**config.mk**
```make
export PLATFORM = sky130hd
export DESIGN_NAME = rgb565_gray_pack_ise_flat
export DESIGN_NICKNAME = d
export VERILOG_FILES = /design/src/rtl/rgb565_gray_pack_ise_if.sv /design/src/rtl/rgb565_gray_pack_ise.sv /design/src/flat_wrapper.sv
export SDC_FILE = /design/constraint.sdc
export NUM_CORES = 1
export LEC_CHECK = 0
export CAP_MARGIN = 20
export CORE_MARGIN = 10
export CORE_UTILIZATION = 60
export DETAILED_ROUTE_END_ITERATION = 10
export HOLD_SLACK_MARGIN = 0.03
export PLACE_DENSITY = 0.94
export RECOVER_POWER = 25
export SLEW_MARGIN = 20
export SYNTH_ARGS = -nofsm -noshare
export SYNTH_HDL_FRONTEND = slang
export SYNTH_SLANG_ARGS = --single-unit
```
**constraint.sdc**
```tcl
create_clock -name clock -period 11.2 [get_ports clock]
set_input_delay 2.24 -clock clock [delete_from_list [all_inputs] [get_ports clock]]
set_output_delay 2.24 -clock clock [all_outputs]
set_load 0.02 [all_outputs]
```
**src/rtl/rgb565_gray_pack_ise_if.sv**
```systemverilog
`default_nettype none
// ============================================================================
//  Module   : rgb565_gray_pack_ise_if
//  Purpose  : Custom-instruction port bundle between the CPU (master) and the
//             grayscale pack unit (slave).
//  Signals  : start  - instruction-start strobe
//             iseId  - custom-instruction id presented with start
//             valueA - first operand (pixels 0/1 or packed weights)
//             valueB - second operand (pixels 2/3)
//             done   - one-cycle completion pulse
//             result - instruction result, zero whenever done is low
//  Revision : 1.0 - initial release
// ============================================================================
interface rgb565_gray_pack_ise_if;
  logic        start;
  logic [7:0]  iseId;
  logic [31:0] valueA;
  logic [31:0] valueB;
  logic        done;
  logic [31:0] result;

  modport master (
    output start, iseId, valueA, valueB,
    input  done, result
  );

  modport slave (
    input  start, iseId, valueA, valueB,
    output done, result
  );
endinterface
`default_nettype wire

```
**src/rtl/rgb565_gray_pack_ise.sv**
```systemverilog
`default_nettype none
// ============================================================================
//  Module   : rgb565_gray_pack_ise
//  Purpose  : Multi-cycle custom instruction. Converts four RGB565 pixels into
//             four packed 8-bit gray values with programmable weights, or
//             swaps in a new weight set and returns the previous one.
//  Ports    : clock - system clock, rising edge
//             reset - synchronous active-high reset
//             bus   - custom-instruction port (slave side):
//                     start/iseId/valueA/valueB in, done/result out
//  Revision : 1.0 - initial release
// ============================================================================
module rgb565_gray_pack_ise #(
  parameter logic [7:0] customInstructionId = 8'h00,
  parameter int         weightWidth         = 8,
  parameter int         defaultWeightR      = 77,
  parameter int         defaultWeightG      = 150,
  parameter int         defaultWeightB      = 29
) (
  input  wire logic              clock,
  input  wire logic              reset,
  rgb565_gray_pack_ise_if.slave  bus
);

  localparam int             c_W          = weightWidth;
  localparam int             c_SUM_W      = c_W + 10;
  localparam logic [7:0]     c_CONVERT_ID = customInstructionId;
  // Set-weights id wraps within 8 bits.
  localparam logic [7:0]     c_WEIGHT_ID  = customInstructionId + 8'd1;
  localparam logic [c_W-1:0] c_DEF_R      = c_W'(defaultWeightR);
  localparam logic [c_W-1:0] c_DEF_G      = c_W'(defaultWeightG);
  localparam logic [c_W-1:0] c_DEF_B      = c_W'(defaultWeightB);
  localparam logic [c_SUM_W-1:0] c_ROUND  = c_SUM_W'(1) << (c_W - 1);

  typedef enum logic [1:0] {
    S_IDLE    = 2'd0,
    S_CONVERT = 2'd1,
    S_WEIGHT  = 2'd2,
    S_DONE    = 2'd3
  } state_t;

  state_t             r_state;
  logic [31:0]        r_op_a;
  logic [31:0]        r_op_b;
  logic [1:0]         r_k;
  logic [31:0]        r_acc;
  logic [c_W-1:0]     r_wr;
  logic [c_W-1:0]     r_wg;
  logic [c_W-1:0]     r_wb;
  logic               r_done;
  logic [31:0]        r_result;

  logic [15:0]        w_pixel;
  logic [7:0]         w_r8;
  logic [7:0]         w_g8;
  logic [7:0]         w_b8;
  logic [c_SUM_W-1:0] w_prod_r;
  logic [c_SUM_W-1:0] w_prod_g;
  logic [c_SUM_W-1:0] w_prod_b;
  logic [c_SUM_W-1:0] w_sum;
  logic [7:0]         w_gray;
  logic [31:0]        w_acc_next;

  // Pixel k of the latched operand pair.
  always_comb begin
    w_pixel = 16'h0000;
    case (r_k)
      2'd0: w_pixel = r_op_a[15:0];
      2'd1: w_pixel = r_op_a[31:16];
      2'd2: w_pixel = r_op_b[15:0];
      2'd3: w_pixel = r_op_b[31:16];
      default: w_pixel = 16'h0000;
    endcase
  end

  // Expand channels to 8 bits by replicating their MSBs into the LSBs.
  assign w_r8 = {w_pixel[15:11], w_pixel[15:13]};
  assign w_g8 = {w_pixel[10:5],  w_pixel[10:9]};
  assign w_b8 = {w_pixel[4:0],   w_pixel[4:2]};

  assign w_prod_r = {{10{1'b0}}, r_wr} * {{(c_SUM_W-8){1'b0}}, w_r8};
  assign w_prod_g = {{10{1'b0}}, r_wg} * {{(c_SUM_W-8){1'b0}}, w_g8};
  assign w_prod_b = {{10{1'b0}}, r_wb} * {{(c_SUM_W-8){1'b0}}, w_b8};
  assign w_sum    = w_prod_r + w_prod_g + w_prod_b + c_ROUND;

  // Any bit above the 8-bit gray field after the >>W shift means overflow.
  assign w_gray = (|w_sum[c_SUM_W-1:c_W+8]) ? 8'hFF : w_sum[c_W+7:c_W];

  always_comb begin
    w_acc_next = r_acc;
    case (r_k)
      2'd0: w_acc_next[7:0]   = w_gray;
      2'd1: w_acc_next[15:8]  = w_gray;
      2'd2: w_acc_next[23:16] = w_gray;
      2'd3: w_acc_next[31:24] = w_gray;
      default: w_acc_next = r_acc;
    endcase
  end

  always_ff @(posedge clock) begin
    if (reset) begin
      r_state  <= S_IDLE;
      r_op_a   <= 32'd0;
      r_op_b   <= 32'd0;
      r_k      <= 2'd0;
      r_acc    <= 32'd0;
      r_wr     <= c_DEF_R;
      r_wg     <= c_DEF_G;
      r_wb     <= c_DEF_B;
      r_done   <= 1'b0;
      r_result <= 32'd0;
    end else begin
      // Outputs are only non-zero for the single cycle spent in S_DONE.
      r_done   <= 1'b0;
      r_result <= 32'd0;
      case (r_state)
        S_IDLE: begin
          if (bus.start && (bus.iseId == c_CONVERT_ID)) begin
            r_op_a  <= bus.valueA;
            r_op_b  <= bus.valueB;
            r_k     <= 2'd0;
            r_acc   <= 32'd0;
            r_state <= S_CONVERT;
          end else if (bus.start && (bus.iseId == c_WEIGHT_ID)) begin
            r_acc   <= {{(32-3*c_W){1'b0}}, r_wr, r_wg, r_wb};
            r_wr    <= bus.valueA[3*c_W-1:2*c_W];
            r_wg    <= bus.valueA[2*c_W-1:c_W];
            r_wb    <= bus.valueA[c_W-1:0];
            r_state <= S_WEIGHT;
          end
        end
        S_CONVERT: begin
          r_acc <= w_acc_next;
          r_k   <= r_k + 2'd1;
          if (r_k == 2'd3) begin
            r_done   <= 1'b1;
            r_result <= w_acc_next;
            r_state  <= S_DONE;
          end
        end
        S_WEIGHT: begin
          r_done   <= 1'b1;
          r_result <= r_acc;
          r_state  <= S_DONE;
        end
        S_DONE: begin
          r_acc   <= 32'd0;
          r_state <= S_IDLE;
        end
        default: r_state <= S_IDLE;
      endcase
    end
  end

  assign bus.done   = r_done;
  assign bus.result = r_result;

endmodule
`default_nettype wire

```
**src/flat_wrapper.sv**
```systemverilog
// flat-port wrapper written by rule: the top's interface ports become plain ports
module rgb565_gray_pack_ise_flat 
#(
  parameter logic [7:0] customInstructionId = 8'h00,
  parameter int         weightWidth         = 8,
  parameter int         defaultWeightR      = 77,
  parameter int         defaultWeightG      = 150,
  parameter int         defaultWeightB      = 29
)
  (clock, reset, bus_start, bus_iseId, bus_valueA, bus_valueB, bus_done, bus_result);
  rgb565_gray_pack_ise_if bus_i ();
  input  wire logic clock;
  input  wire logic reset;
  input wire logic [$bits(bus_i.start)-1:0] bus_start;
  input wire logic [$bits(bus_i.iseId)-1:0] bus_iseId;
  input wire logic [$bits(bus_i.valueA)-1:0] bus_valueA;
  input wire logic [$bits(bus_i.valueB)-1:0] bus_valueB;
  output wire logic [$bits(bus_i.done)-1:0] bus_done;
  output wire logic [$bits(bus_i.result)-1:0] bus_result;
  assign bus_i.start = bus_start;
  assign bus_i.iseId = bus_iseId;
  assign bus_i.valueA = bus_valueA;
  assign bus_i.valueB = bus_valueB;
  assign bus_done = bus_i.done;
  assign bus_result = bus_i.result;
  rgb565_gray_pack_ise #(.customInstructionId(customInstructionId), .weightWidth(weightWidth), .defaultWeightR(defaultWeightR), .defaultWeightG(defaultWeightG), .defaultWeightB(defaultWeightB)) u_core (.clock(clock), .reset(reset), .bus(bus_i));
endmodule
```
==> key figures <==
Setup path
  – Worst path depth: 33
  – CP required: 11.51 ns
  – Max incr delay on CP: 0.57 ns
  – Critical path fanouts, max: 32
  – Type of the worst setup path: reg -> reg
  – Crit path buffers/inverters: 5
  – Crit path top cell by count: sky130_fd_sc_hd__fa_1
  – Critical Path Source Type: register
  – Master of the slowest instance on the critical path: sky130_fd_sc_hd__fa_1
  – Worst r2r path cells: 33
  – Worst EP arrival: 11.12 ns
  – Sort of element at the end of the critical path: register
  – Family with the most delay on the worst path: adder cells

Timing
  – Post-route clock skew: 0.00959 ns
  – Final Hold Fails: 0
  – Max-Slew Margin vs Limit: 0.155
  – Slew @ Worst Pin: 1.27 ns
  – Time the final worst path needs with I/O delays and setup: 10.81 ns
  – Final period utilization: 0.965
  – Setup violation total in the final timing report: 0
  – Summed negative setup slack over all endpoints: 0 ns
  – Final Max Tran Viols: 0
  – Max frequency: 92.5 MHz

Floorplanning
  – Die X: 167 µm
  – Die span in y: 167 µm
  – Die ar.: 28,000 µm²
  – I/O Pins: 108
  – Row cnt: 53
  – Effective utilization at floorplan: 0.615
  – Core Region: 21,200 µm²

Synth
  – Cell area after technology mapping: 13,000 µm²
  – Seq/Total Area, Yosys: 0.242
  – Most used flip-flop cell after synthesis: sky130_fd_sc_hd__dfxtp_1
  – Avg Synthesized Cell Area: 8.77 µm²
  – Yosys warnings: 0
  – Number of flops mapped to enable cells by yosys: 0
  – Flip-flop and latch count after synthesis: 157
  – Number of distinct library cell variants in the gate-level netlist after synthesis: 64
  – Cell count after synthesis: 1,482
  – Net Count, Synth: 1,825
  – Share of flip-flops with an asynchronous set or reset: 0

Finish
  – Fraction of final layout cells with drive strength greater than 1: 0.0428
  – Fill cell total of the finished layout: 1,513
  – Number of nets in the finished design: 1,898
  – Utilization of the core after routing: 0.702
  – Most used cells in the layout excluding fill and tap cells: sky130_fd_sc_hd__nand2_1, sky130_fd_sc_hd__inv_1, sky130_fd_sc_hd__dfxtp_1, sky130_fd_sc_hd__fa_1, sky130_fd_sc_hd__ha_1
  – Commonest non-fill, non-tap cell in the layout: sky130_fd_sc_hd__nand2_1
  – N_diodes: 0
  – Synth-to-Final Area Change: 14.2%

Placed design
  – I/O Buffers: 107
  – HPWL Detailed: 28,200 µm
  – Gp weighted congestion: 0.986

Detailed routing
  – Residual DRC count: 0
  – Antenna viol nets, final: 0
  – Number of iterations in the first detailed-routing pass: 8
  – Sum of routed wire length over all layers: 36,400 µm
  – First DRT Iteration DRCs: 1,334
  – Wire length per cell after detailed routing: 19.8 µm
  – Routed vias/inst: 6.03
  – Via Count: 11,100

Run
  – Maxcap violations: 0

Global route
  – Number of antenna violations at the first check in global routing: 0
  – Grt ovf: 0
  – Maximum number of pins on one net before global-route repair: 103
  – Global router's overall resource usage: 0.250
  – Number of global-route vias before repair: 11,000
  – First-pass GRT wire length: 57,400 µm

Clocking
  – Max Buffers Root-to-Sink: 2
  – Total clock sinks: 157
  – Clock root buffer: sky130_fd_sc_hd__clkbuf_16
  – CTS HTree Levels: 4
  – Setup repair bufs after CTS: 0
  – CTS Buf Count: 17
  – TritonCTS clock tree: yes
  – Clock transition time at the flip-flop clock pins of the worst setup and hold paths: 0.07 ns
  – Insertion delay of the later-clocked pin in the worst-skew pair: 0.43 ns

Pwr
  – Pwr/cell area: 165 nW/µm²
  – Total Power Consumption: 2.45 mW
  – Static leakage: 7.03 nW
  – Largest voltage drop on the vdd net: 115 µV

Status
  – Run status: complete, no violations

Min path
  – Class of the tightest hold or removal check: reg -> reg
  – Hold Crit Depth: 2
-- area by class of cell --
| class | instances | area (µm²) | area share |
|---|---|---|---|
| clock buffers | 20 | 457 | 0.0308 |
| clock inverters | 11 | 111 | 0.00750 |
| inverters | 229 | 863 | 0.0582 |
| multi-input cells | 1035 | 8800 | 0.593 |
| flip-flops and latches | 157 | 3140 | 0.212 |
| well taps | 275 | 344 | 0.0232 |
| repair buffers | 115 | 1120 | 0.0758 |
-- layer usage --
metal	GRT usage	share of wire	wire length, µm
met5	0	0	0
met4	0.0757	0.031	1140
met2	0.426	0.49	17800
met1	0.310	0.38	13800
met3	0.0550	0.099	3620
-- logic make-up (layout without fill, tap and decap cells) --
group	after synthesis	in the layout	synth area share
XOR/XNOR	15	15	0.0101
flip-flops	157	157	0.242
AO/OA/AOI/OAI	287	287	0.157
AND/OR/NAND/NOR	465	465	0.165
buffers and inverters	290	375	0.0838
adder cells (fa/ha/maj)	268	268	0.342
-- worst paths after layout --
check                                              startpoint                               to  slack, ns
worst max-delay path               u_core.r_k[1]$_SDFFE_PP0P_  u_core.bus.result[3]$_SDFF_PP0_       0.39
worst min-delay path            u_core.r_op_a[1]$_SDFFE_PP0P_    u_core.r_op_a[1]$_SDFFE_PP0P_       0.46
worst max register to register     u_core.r_k[1]$_SDFFE_PP0P_  u_core.bus.result[3]$_SDFF_PP0_       0.39
worst min register to register  u_core.r_op_a[1]$_SDFFE_PP0P_    u_core.r_op_a[1]$_SDFFE_PP0P_       0.46
-- metrics by stage --
| step | hold WS (ns) | instance area, µm² | cells | worst slack, ns |
|---|---|---|---|---|
| after floorplan | 0.426 | 13000 | 1482 | 1.33 |
| after global placement | 0.441 | 14300 | 1811 | 0.657 |
| after detailed placement | 0.447 | 14300 | 1811 | 0.430 |
| after CTS | 0.455 | 14800 | 1842 | 0.342 |
| after global routing | 0.471 | 14800 | 1842 | -0.0104 |
| final | 0.457 | 14800 | 1842 | 0.392 |
-- tightest hold or removal path: cells and delay by family, from the launching register on --
kind            cells  cell delay [ns]
flops               1             0.31
compound gates      1             0.05
simple gates        1             0.05
-- cells in the mapped netlist, drive strengths merged, types with 4 or more instances --
cell type | n | area (µm²)
nand3 | 20 | 100
clkbuf | 50 | 188
nor2 | 58 | 220
nor2b | 15 | 93.8
a22oi | 19 | 161
buf | 11 | 42.5
a211oi | 4 | 30.0
fa | 146 | 2920
o22ai | 6 | 65.1
and2 | 81 | 508
a211o | 6 | 52.6
nand2 | 250 | 938
and3 | 6 | 37.5
inv | 229 | 860
a21oi | 123 | 627
a222oi | 28 | 280
nor3 | 4 | 31.3
xnor2 | 11 | 96.3
a21o | 16 | 121
a32oi | 10 | 87.6
or3 | 8 | 55.1
ha | 122 | 1530
xor2 | 4 | 35.0
o21ai | 23 | 115
nand3b | 12 | 90.1
dfxtp | 157 | 3140
a22o | 21 | 186
-- registers in the layout (all words and copies together), names as in the netlist --
| register | count |
|---|---|
| u_core.r_wb | 8 |
| u_core.bus.result | 32 |
| u_core.r_wr | 8 |
| u_core.bus.done | 1 |
| u_core.r_wg | 8 |
| u_core.r_k | 2 |
| u_core.r_op_b | 32 |
| u_core.r_state | 2 |
| u_core.r_acc | 32 |
| u_core.r_op_a | 32 |
-- timing repair --
action / 4_1_cts / 5_1_grt
gates resized for setup: 0 / 7
endpoints found under the setup margin: 0 / 64
hold buffers: 0 / 0
-- power by group --
part	total [mW]	internal, mW	leakage [nW]	switching (mW)
logic	1.30	0.502	5.49	0.800
clock network	0.558	0.319	0.273	0.239
registers	0.590	0.575	1.27	0.0156
total	2.45	1.40	7.03	1.05
Power figures use the tool's default switching activity.
